--- src/rtl/data_mem_arbiter_pkg.sv ---
// rtl/data_mem_arbiter_pkg.sv - shared state encoding and sizing helpers for the data-memory arbiter
package data_mem_arbiter_pkg;

  localparam logic [1:0] ENC_IDLE = 2'd0;
  localparam logic [1:0] ENC_READ = 2'd1;
  localparam logic [1:0] ENC_SEND = 2'd2;
  localparam logic [1:0] ENC_DONE = 2'd3;

  typedef enum logic [1:0] {
    ST_IDLE = ENC_IDLE,
    ST_READ = ENC_READ,
    ST_SEND = ENC_SEND,
    ST_DONE = ENC_DONE
  } state_e;

  localparam int WORD_BYTES = 4;
  localparam int WORD_SHIFT = $clog2(WORD_BYTES);

  function automatic int cnt_width(input int n_words);
    return (n_words > 1) ? $clog2(n_words) : 1;
  endfunction

endpackage

--- src/rtl/data_mem_arbiter_mem_dump_counter.sv ---
// rtl/data_mem_arbiter_mem_dump_counter.sv - word index for the memory dump, saturating at the last word
module mem_dump_counter
  import data_mem_arbiter_pkg::*;
#(
  parameter int NB_ADDR = 32,
  parameter int N_WORDS = 32,
  localparam int NB_CNT = cnt_width(N_WORDS)
) (
  input  logic               i_clock,
  input  logic               i_reset,
  input  logic               i_clear,
  input  logic               i_incr,
  output logic               o_last,
  output logic [NB_ADDR-1:0] o_byte_addr
);

  logic [NB_CNT-1:0] count_q;
  logic [NB_CNT-1:0] count_d;

  always_comb begin
    count_d = count_q;
    if (i_clear) begin
      count_d = '0;
    end else if (i_incr && !o_last) begin
      count_d = count_q + 1'b1;
    end
  end

  always_ff @(posedge i_clock or negedge i_reset) begin
    if (!i_reset) begin
      count_q <= '0;
    end else begin
      count_q <= count_d;
    end
  end

  assign o_last      = (count_q == NB_CNT'(N_WORDS - 1));
  assign o_byte_addr = NB_ADDR'(count_q) << WORD_SHIFT;

endmodule

--- src/rtl/data_mem_arbiter.sv ---
// rtl/data_mem_arbiter.sv - shares the data-memory port between the MEM stage and a debug dump sequencer
module data_mem_arbiter
  import data_mem_arbiter_pkg::*;
#(
  parameter int NB_ADDR = 32,
  parameter int NB_DATA = 32,
  parameter int N_WORDS = 32
) (
  input  logic               i_clock,
  input  logic               i_reset,
  input  logic               i_pipe_mem_read,
  input  logic               i_pipe_mem_write,
  input  logic               i_pipe_word_en,
  input  logic               i_pipe_halfword_en,
  input  logic               i_pipe_byte_en,
  input  logic [NB_ADDR-1:0] i_pipe_addr,
  input  logic [NB_DATA-1:0] i_pipe_write_data,
  output logic [NB_DATA-1:0] o_pipe_read_data,
  output logic               o_pipe_stall,
  output logic               o_mem_read,
  output logic               o_mem_write,
  output logic               o_mem_word_en,
  output logic               o_mem_halfword_en,
  output logic               o_mem_byte_en,
  output logic [NB_ADDR-1:0] o_mem_addr,
  output logic [NB_DATA-1:0] o_mem_write_data,
  input  logic [NB_DATA-1:0] i_mem_read_data,
  input  logic               i_dbg_halted,
  input  logic               i_dbg_dump_start,
  input  logic               i_dbg_ready,
  output logic               o_dbg_valid,
  output logic [NB_DATA-1:0] o_dbg_data,
  output logic [NB_ADDR-1:0] o_dbg_addr,
  output logic               o_dbg_busy,
  output logic               o_dbg_done
);

  state_e               state_q;
  state_e               state_d;
  logic [NB_DATA-1:0]   data_q;
  logic [NB_DATA-1:0]   data_d;
  logic                 cnt_clear;
  logic                 cnt_incr;
  logic                 cnt_last;
  logic [NB_ADDR-1:0]   dump_addr;

  mem_dump_counter #(
    .NB_ADDR(NB_ADDR),
    .N_WORDS(N_WORDS)
  ) u_counter (
    .i_clock    (i_clock),
    .i_reset    (i_reset),
    .i_clear    (cnt_clear),
    .i_incr     (cnt_incr),
    .o_last     (cnt_last),
    .o_byte_addr(dump_addr)
  );

  always_comb begin
    state_d           = state_q;
    data_d            = data_q;
    cnt_clear         = 1'b0;
    cnt_incr          = 1'b0;
    o_mem_read        = 1'b0;
    o_mem_write       = 1'b0;
    o_mem_word_en     = 1'b0;
    o_mem_halfword_en = 1'b0;
    o_mem_byte_en     = 1'b0;
    o_mem_addr        = '0;
    o_mem_write_data  = '0;
    o_pipe_stall      = 1'b0;

    case (state_q)
      ST_IDLE: begin
        o_mem_read        = i_pipe_mem_read;
        o_mem_write       = i_pipe_mem_write;
        o_mem_word_en     = i_pipe_word_en;
        o_mem_halfword_en = i_pipe_halfword_en;
        o_mem_byte_en     = i_pipe_byte_en;
        o_mem_addr        = i_pipe_addr;
        o_mem_write_data  = i_pipe_write_data;
        if (i_dbg_dump_start && i_dbg_halted) begin
          state_d   = ST_READ;
          cnt_clear = 1'b1;
        end
      end
      ST_READ: begin
        o_mem_read    = 1'b1;
        o_mem_word_en = 1'b1;
        o_mem_addr    = dump_addr;
        data_d        = i_mem_read_data;
        state_d       = ST_SEND;
      end
      ST_SEND: begin
        if (i_dbg_ready) begin
          if (cnt_last) begin
            state_d = ST_DONE;
          end else begin
            cnt_incr = 1'b1;
            state_d  = ST_READ;
          end
        end
      end
      ST_DONE: begin
        state_d = ST_IDLE;
      end
      default: begin
        state_d = ST_IDLE;
      end
    endcase

    // Any pipeline access while the sequencer owns the port is refused, not queued.
    if (state_q != ST_IDLE) begin
      o_pipe_stall = i_pipe_mem_read | i_pipe_mem_write;
    end
  end

  always_ff @(posedge i_clock or negedge i_reset) begin
    if (!i_reset) begin
      state_q <= ST_IDLE;
      data_q  <= '0;
    end else begin
      state_q <= state_d;
      data_q  <= data_d;
    end
  end

  assign o_pipe_read_data = i_mem_read_data;
  assign o_dbg_valid      = (state_q == ST_SEND);
  assign o_dbg_data       = data_q;
  assign o_dbg_addr       = dump_addr;
  assign o_dbg_busy       = (state_q != ST_IDLE);
  assign o_dbg_done       = (state_q == ST_DONE);

endmodule

--- config.mk ---
export PLATFORM = sky130hd
export DESIGN_NAME = data_mem_arbiter
export DESIGN_NICKNAME = d
export VERILOG_FILES = /design/src/rtl/data_mem_arbiter_pkg.sv /design/src/rtl/data_mem_arbiter_mem_dump_counter.sv /design/src/rtl/data_mem_arbiter.sv
export SDC_FILE = /design/constraint.sdc
export NUM_CORES = 1
export LEC_CHECK = 0
export CAP_MARGIN = 20
export CORE_MARGIN = 1.5
export CORE_UTILIZATION = 25
export DETAILED_ROUTE_END_ITERATION = 8
export PLACE_DENSITY = 0.81
export SLEW_MARGIN = 40
export SYNTH_ARGS = -nofsm -noshare
export SYNTH_HDL_FRONTEND = slang
export SYNTH_SLANG_ARGS = --single-unit
--- constraint.sdc ---
create_clock -name i_clock -period 2.35 [get_ports i_clock]
set_input_delay 0.47 -clock i_clock [delete_from_list [all_inputs] [get_ports i_clock]]
set_output_delay 0.47 -clock i_clock [all_outputs]
set_load 0.03 [all_outputs]
; After elaboration in Yosys (flattened, before gate mapping)
; Index checks and enable logic that the tools add are counted.
; Widths: inputs -> output; s select.
[totals]
regBits = 39
output_inout_bits = 169
elab_cells = 37
inputBits = 106
[classes]
mux = 19
reduce_logical = 7
n_eq_ne = 6
n_bitwise = 1
add_sub_neg = 1
[ops]
columns = cell, n
row1 = $pmux 32 s2, 1
row2 = $mux 32, 1
row3 = $mux 5, 2
row4 = $mux 1, 9
row5 = $pmux 2 s4, 1
row6 = $mux 2, 3
row7 = $add 5x1->5 const B, 1
row8 = $eq 5x5->1 const B, 1
row9 = $eq 2x2->1 const B, 2
row10 = $ne 2x2->1 const B, 2
row11 = $pmux 1 s2, 2
row12 = $reduce_bool 2->1, 2
row13 = $eq 2x1->1 const B, 1
row14 = $logic_and 1x1->1, 2
row15 = $logic_not 2->1, 1
row16 = $reduce_and 2->1, 1
row17 = $logic_not 1->1, 1
row18 = $or 1x1->1, 1

; Longest topological paths before layout
[logic_depth]
word_depth = 7
depth_mapped = 7
depth_no_buf = 6

; Modules after synthesis
; From an unflattened synthesis, not the netlist that was laid out.
[hier_totals]
hier_cells = 280
area_unflattened_um2 = 2876.5
[modules_own_cells]
columns = mod, instances, seq_area_each_um2, area_each_um2, cells_each
row1 = data_mem_arbiter, 1, 850.8, 2421.1, 229
row2 = mem_dump_counter, 1, 125.1, 455.4, 51

; Worst setup path after synthesis
; OpenSTA, ideal clock, no wires.
[synth_path]
path_kind = register to register
from = reg u_counter.count_q[0]
to = reg u_counter.count_q[3]
period_less_slack_ns = 1.899
stages_incl_launch_ff = 8
required_ns = 2.210
setup_ns = 0.140
path_slack_ns = 0.451
n_path_buf = 1
t_arrival_ns = 1.759
cell_sequence = dfrtp_1 > ha_1 > and3_1 > ha_1 > and4bb_1 > buf_2 > nand4_1 > mux2i_1
[synth_via]
elab_chain_cells = 6
word_cells_on_any_way = 10
classes_between = add/sub (1) / eq/ne (1) / mux (5) / reduce/logical (3)
[synth_lines]
columns = element, line_no
row1 = from (decl), data_mem_arbiter_mem_dump_counter.sv:17  ; logic [NB_CNT-1:0] count_q;
row2 = from (signal assigned), data_mem_arbiter_mem_dump_counter.sv:33  ; count_q <= count_d;
row3 = $eq 5x5->1, data_mem_arbiter_mem_dump_counter.sv:37  ; assign o_last = (count_q == NB_CNT'(N_WORDS - 1));
row4 = $mux 1, data_mem_arbiter.sv:96  ; if (cnt_last) begin
row5 = $mux 1, data_mem_arbiter.sv:95  ; if (i_dbg_ready) begin
row6 = $mux 1, data_mem_arbiter.sv:73  ; case (state_q)
row7 = $logic_and 1x1->1, data_mem_arbiter_mem_dump_counter.sv:24  ; end else if (i_incr && !o_last) begin
row8 = $reduce_bool 2->1 (no line), --
; Parallel ways exist; a longest one is shown, timed or not. The select of a mux whose other input is x is not followed.
; A chain may end at the register's enable or synchronous reset.

; Worst setup path in the final report
[layout_path]
from = in i_pipe_mem_read
to = out o_mem_read
[layout_via]
elab_chain_cells = 1
[layout_lines]
columns = element, line_no
row1 = from (decl), data_mem_arbiter.sv:11  ; input logic i_pipe_mem_read,
row2 = $pmux 1 s2, data_mem_arbiter.sv:73
row3 = to (decl), data_mem_arbiter.sv:20  ; output logic o_mem_read,
; No other way between the ends.

==> impl_metrics.sql <==
INSERT INTO impl_metrics (metric_group, metric, value, unit) VALUES
('critical_path', 'cp.buffers_inverters', '2', ''),
('global_route', 'grt_first_pass_wirelength', '14680', 'um'),
('routing', 'post_drt_wl_per_cell', '17.03', 'um'),
('critical_path', 'critical_path_cell_sequence', 'clkdlybuf4s50_1, nor2_1, nor2_1, clkdlybuf4s50_1', ''),
('timing', 'skew', '5.348', 'ps'),
('cts', 'clock-root-buffer', 'clkbuf_8', ''),
('routing', 'num_vias', '2438', ''),
('routing', 'avgViaCountPerCell', '4.111', ''),
('yosys', 'synth_top_area_frac', '0.3681', ''),
('cts', 'clock_latency', '280', 'ps'),
('final_layout', 'fin_util', '0.4973', ''),
('die', 'die_width', '106.0', 'um'),
('cts', 'cts_setup_buffers', '0', ''),
('yosys', 'netlist_top_cells_area', 'dfrtp_1 (37%), buf_4 (17%), mux2_4 (16%)', ''),
('cts', 'cts_sinks', '39', ''),
('critical_path', 'timing.critical_path.slowest_stage_cell', 'clkdlybuf4s50_1', ''),
('yosys', 'synth-edff-count', '0', ''),
('final_layout', 'antenna-diode-count', '0', ''),
('critical_path', 'timing.critical_path.required', '1880', 'ps'),
('critical_path', 'critPathKind', 'input pin to output pin', ''),
('final_layout', 'final_net_count', '565', ''),
('timing', 'finalHoldViolCount', '0', ''),
('cts', 'numCtsBuffers', '5', ''),
('cts', 'clk_path_buf_depth', '2', ''),
('yosys', 'syn_area', '2651', 'sq um'),
('yosys', 'synth_seq_area_share', '0.3681', ''),
('critical_path', 'slowest_delay', '680', 'ps'),
('global_route', 'maximum_number_of_pins_on_one_net_before_global_route_repair', '63', ''),
('yosys', 'post-synth-top-area-cell', 'dfrtp_1', ''),
('global_route', 'overflow', '0', ''),
('power_and_ir_drop', 'power.leakage', '2.301', 'nW'),
('die', 'num_rows', '37', ''),
('yosys', 'netlist_instances', '247', ''),
('routing', 'total_routed_length', '10100', 'um'),
('yosys', 'yosys-top-cells-count', 'and2_1 (63), buf_4 (60), dfrtp_1 (39)', ''),
('cts', 'clock_transition_at_path_regs', '70', 'ps'),
('final_layout', 'finalNonFillerCells', '593', ''),
('timing', 'unrepaired_setup_endpoints_after_global_routing', 'no', ''),
('final_layout', 'share_of_cells_above_drive_strength_1', '0.2341', ''),
('power_and_ir_drop', 'ir_drop', '0.0006871', 'V'),
('critical_path', 'timing.critical_path.from_type', 'input pin', ''),
('yosys', 'library_cells_used_by_synthesis', '21', ''),
('die', 'fp.dieH', '106.0', 'um'),
('yosys', 'top_flip_flop_cell_by_instance_count_after_synthesis', 'dfrtp_1', ''),
('routing', 'drt_iter0_drc', '125', ''),
('routing', 'drt_drc_violations_left', '0', ''),
('final_layout', 'areaGrowthSynthToFinish', '93.63', '%'),
('yosys', 'yosys_warnings', '0', ''),
('die', 'fp.dieArea', '11230', 'sq um'),
('critical_path', 'worst-path-max-fanout', '2', ''),
('place', 'port_buffers', '247', ''),
('flow_run', 'max_cap_viol', '0', ''),
('worst_hold_path', 'hold_path.class', 'input pin to async pin', ''),
('critical_path', 'worst_path_dominant_cell_family', 'buffers and inverters', ''),
('yosys', 'postSynth.asyncResetShare', '1.000', ''),
('timing', 'fmaxAchievable', '435.7', 'MHz'),
('die', 'i_o_pin_count', '275', ''),
('yosys', 'syn_avg_cell_area', '10.73', 'sq um'),
('timing', 'post-route-worst-setup-slack', '54.76', 'ps'),
('run_status', 'run_status', 'finished, final reports clean', ''),
('yosys', 'ys_ff_latch', '39', ''),
('die', 'start_util', '0.2568', ''),
('critical_path', 'crit_arrival', '1830', 'ps'),
('global_route', 'grtUsageTotal', '0.1715', ''),
('place', 'placedCellCount', '586', ''),
('place', 'dp_hpwl', '8100', 'um'),
('timing', 'setup_viol', '0', ''),
('global_route', 'grt_pass1_vias', '2551', ''),
('yosys', 'synth_most_common_cell', 'and2_1', ''),
('timing', 'final.period_utilization', '0.9767', ''),
('global_route', 'grt_antenna_before_repair', '0', ''),
('place', 'place_ws', '35.71', 'ps'),
('critical_path', 'end_kind', 'output pin', ''),
('cts', 'htree_num_levels', '2', ''),
('place', 'routabilityCongestion', '0.8329', ''),
('cts', 'tritoncts_clock_tree', 'done', ''),
('timing', 'setup_total_negative_slack', '0', 'ps'),
('die', 'core_area', '10320', 'sq um'),
('timing', 'final.hold.worst_slack', '154.4', 'ps'),
('power_and_ir_drop', 'cellPowerDensity', '1261', 'nW/um^2'),
('timing', 'finalMaxSlewViolations', '0', ''),
('routing', 'drt_first_pass_iters', '4', ''),
('timing', 'crit_path_time_final', '2295', 'ps'),
('routing', 'antenna_violating_nets_post_route', '0', '');
worst reg2reg max path, cell delays in order (launching register included):
cell and delay (ps):
dfrtp_1 450, ha_1 250, and3_1 180, ha_1 180, and4bb_1 440, nand4_1 150
mux2i_1 140
timing repair:
item,4_1_cts,5_1_grt
setup endpoints to repair,37,64
endpoints found under the hold margin,0,0
hold buffers,0,0
pin swaps,0,0
gates resized for setup,1,3
state kept, by name, indices dropped and copies added (netlist names):
| register | flops |
|---|---|
| u_counter.count_q | 5 |
| state_q | 2 |
| o_dbg_data | 32 |
stage by stage:
stage | area (sq um) | total power, mW
6_report | 5134 | 6.471
5_1_grt | 5134 | 6.756
3_3_place_gp | 5035 | 5.978
2_1_floorplan | 2749 | 3.954
4_1_cts | 5124 | 6.535
3_5_place_dp | 5035 | 6.028
cell families after synthesis:
logic type      synth area share
compound gates          0.005661
other cells             0.001414
flops                     0.3681
xor+xnor                0.003304
mux                       0.2109
simple gates              0.2001
buf+inv                   0.2010
fa+ha+maj               0.009437
cell type report:
cell class / instances / area (sq um)
tap: 136 / 170.2
fill: 921 / 5190
inverter: 1 / 3.754
timing repair buffer: 249 / 2646
clock buffer: 6 / 82.58
sequential: 39 / 978.4
clock inverter: 1 / 5.005
multi-input combinational: 161 / 1247
cell usage in the layout (no fill, tap or decap), types with 2 or more instances in the layout:
cell type	Yosys	routed
clkdlybuf4s50_1	0	182
and2_1	63	63
buf_4	60	40
dfrtp_1	39	37
mux2_4	29	29
conb_1	1	27
buf_12	0	25
nor2_1	14	14
mux2i_1	9	9
clkbuf_8	0	6
nand2b_1	3	3
mux2_1	3	3
and4bb_1	2	2
a21o_1	2	2
ha_1	2	2
dfrtp_2	0	2
final timing paths:
check	startpoint	endpoint	slack [ps]	cells after the start
min in group i_clock	o_dbg_data[1]	o_dbg_data[1]	500	1
worst max register to register	u_counter.count_q[0]	u_counter.count_q[3]	450	6
worst max-delay path	i_pipe_mem_read	o_mem_read	50	4
max in group asynchronous	i_reset	state_q[0]	1830	1
worst min register to register	o_dbg_data[1]	o_dbg_data[1]	500	1
worst min-delay path	i_reset	o_dbg_data[14]	150	1
report_power, final:
part	internal, mW	switching (mW)
combinational	2.25	2.53
clock	0.230	0.218
sequential	0.988	0.254
total	3.47	3.00
layer usage:
metal,global-route usage,vias up,share of wire
met5,0,-,0
met4,0.04923,0,0.019
met3,0.04047,9,0.078
met2,0.2917,149,0.49
met1,0.2160,1163,0.42
li1,-,1117,-
Note: power is estimated with default switching activity, not from simulation.
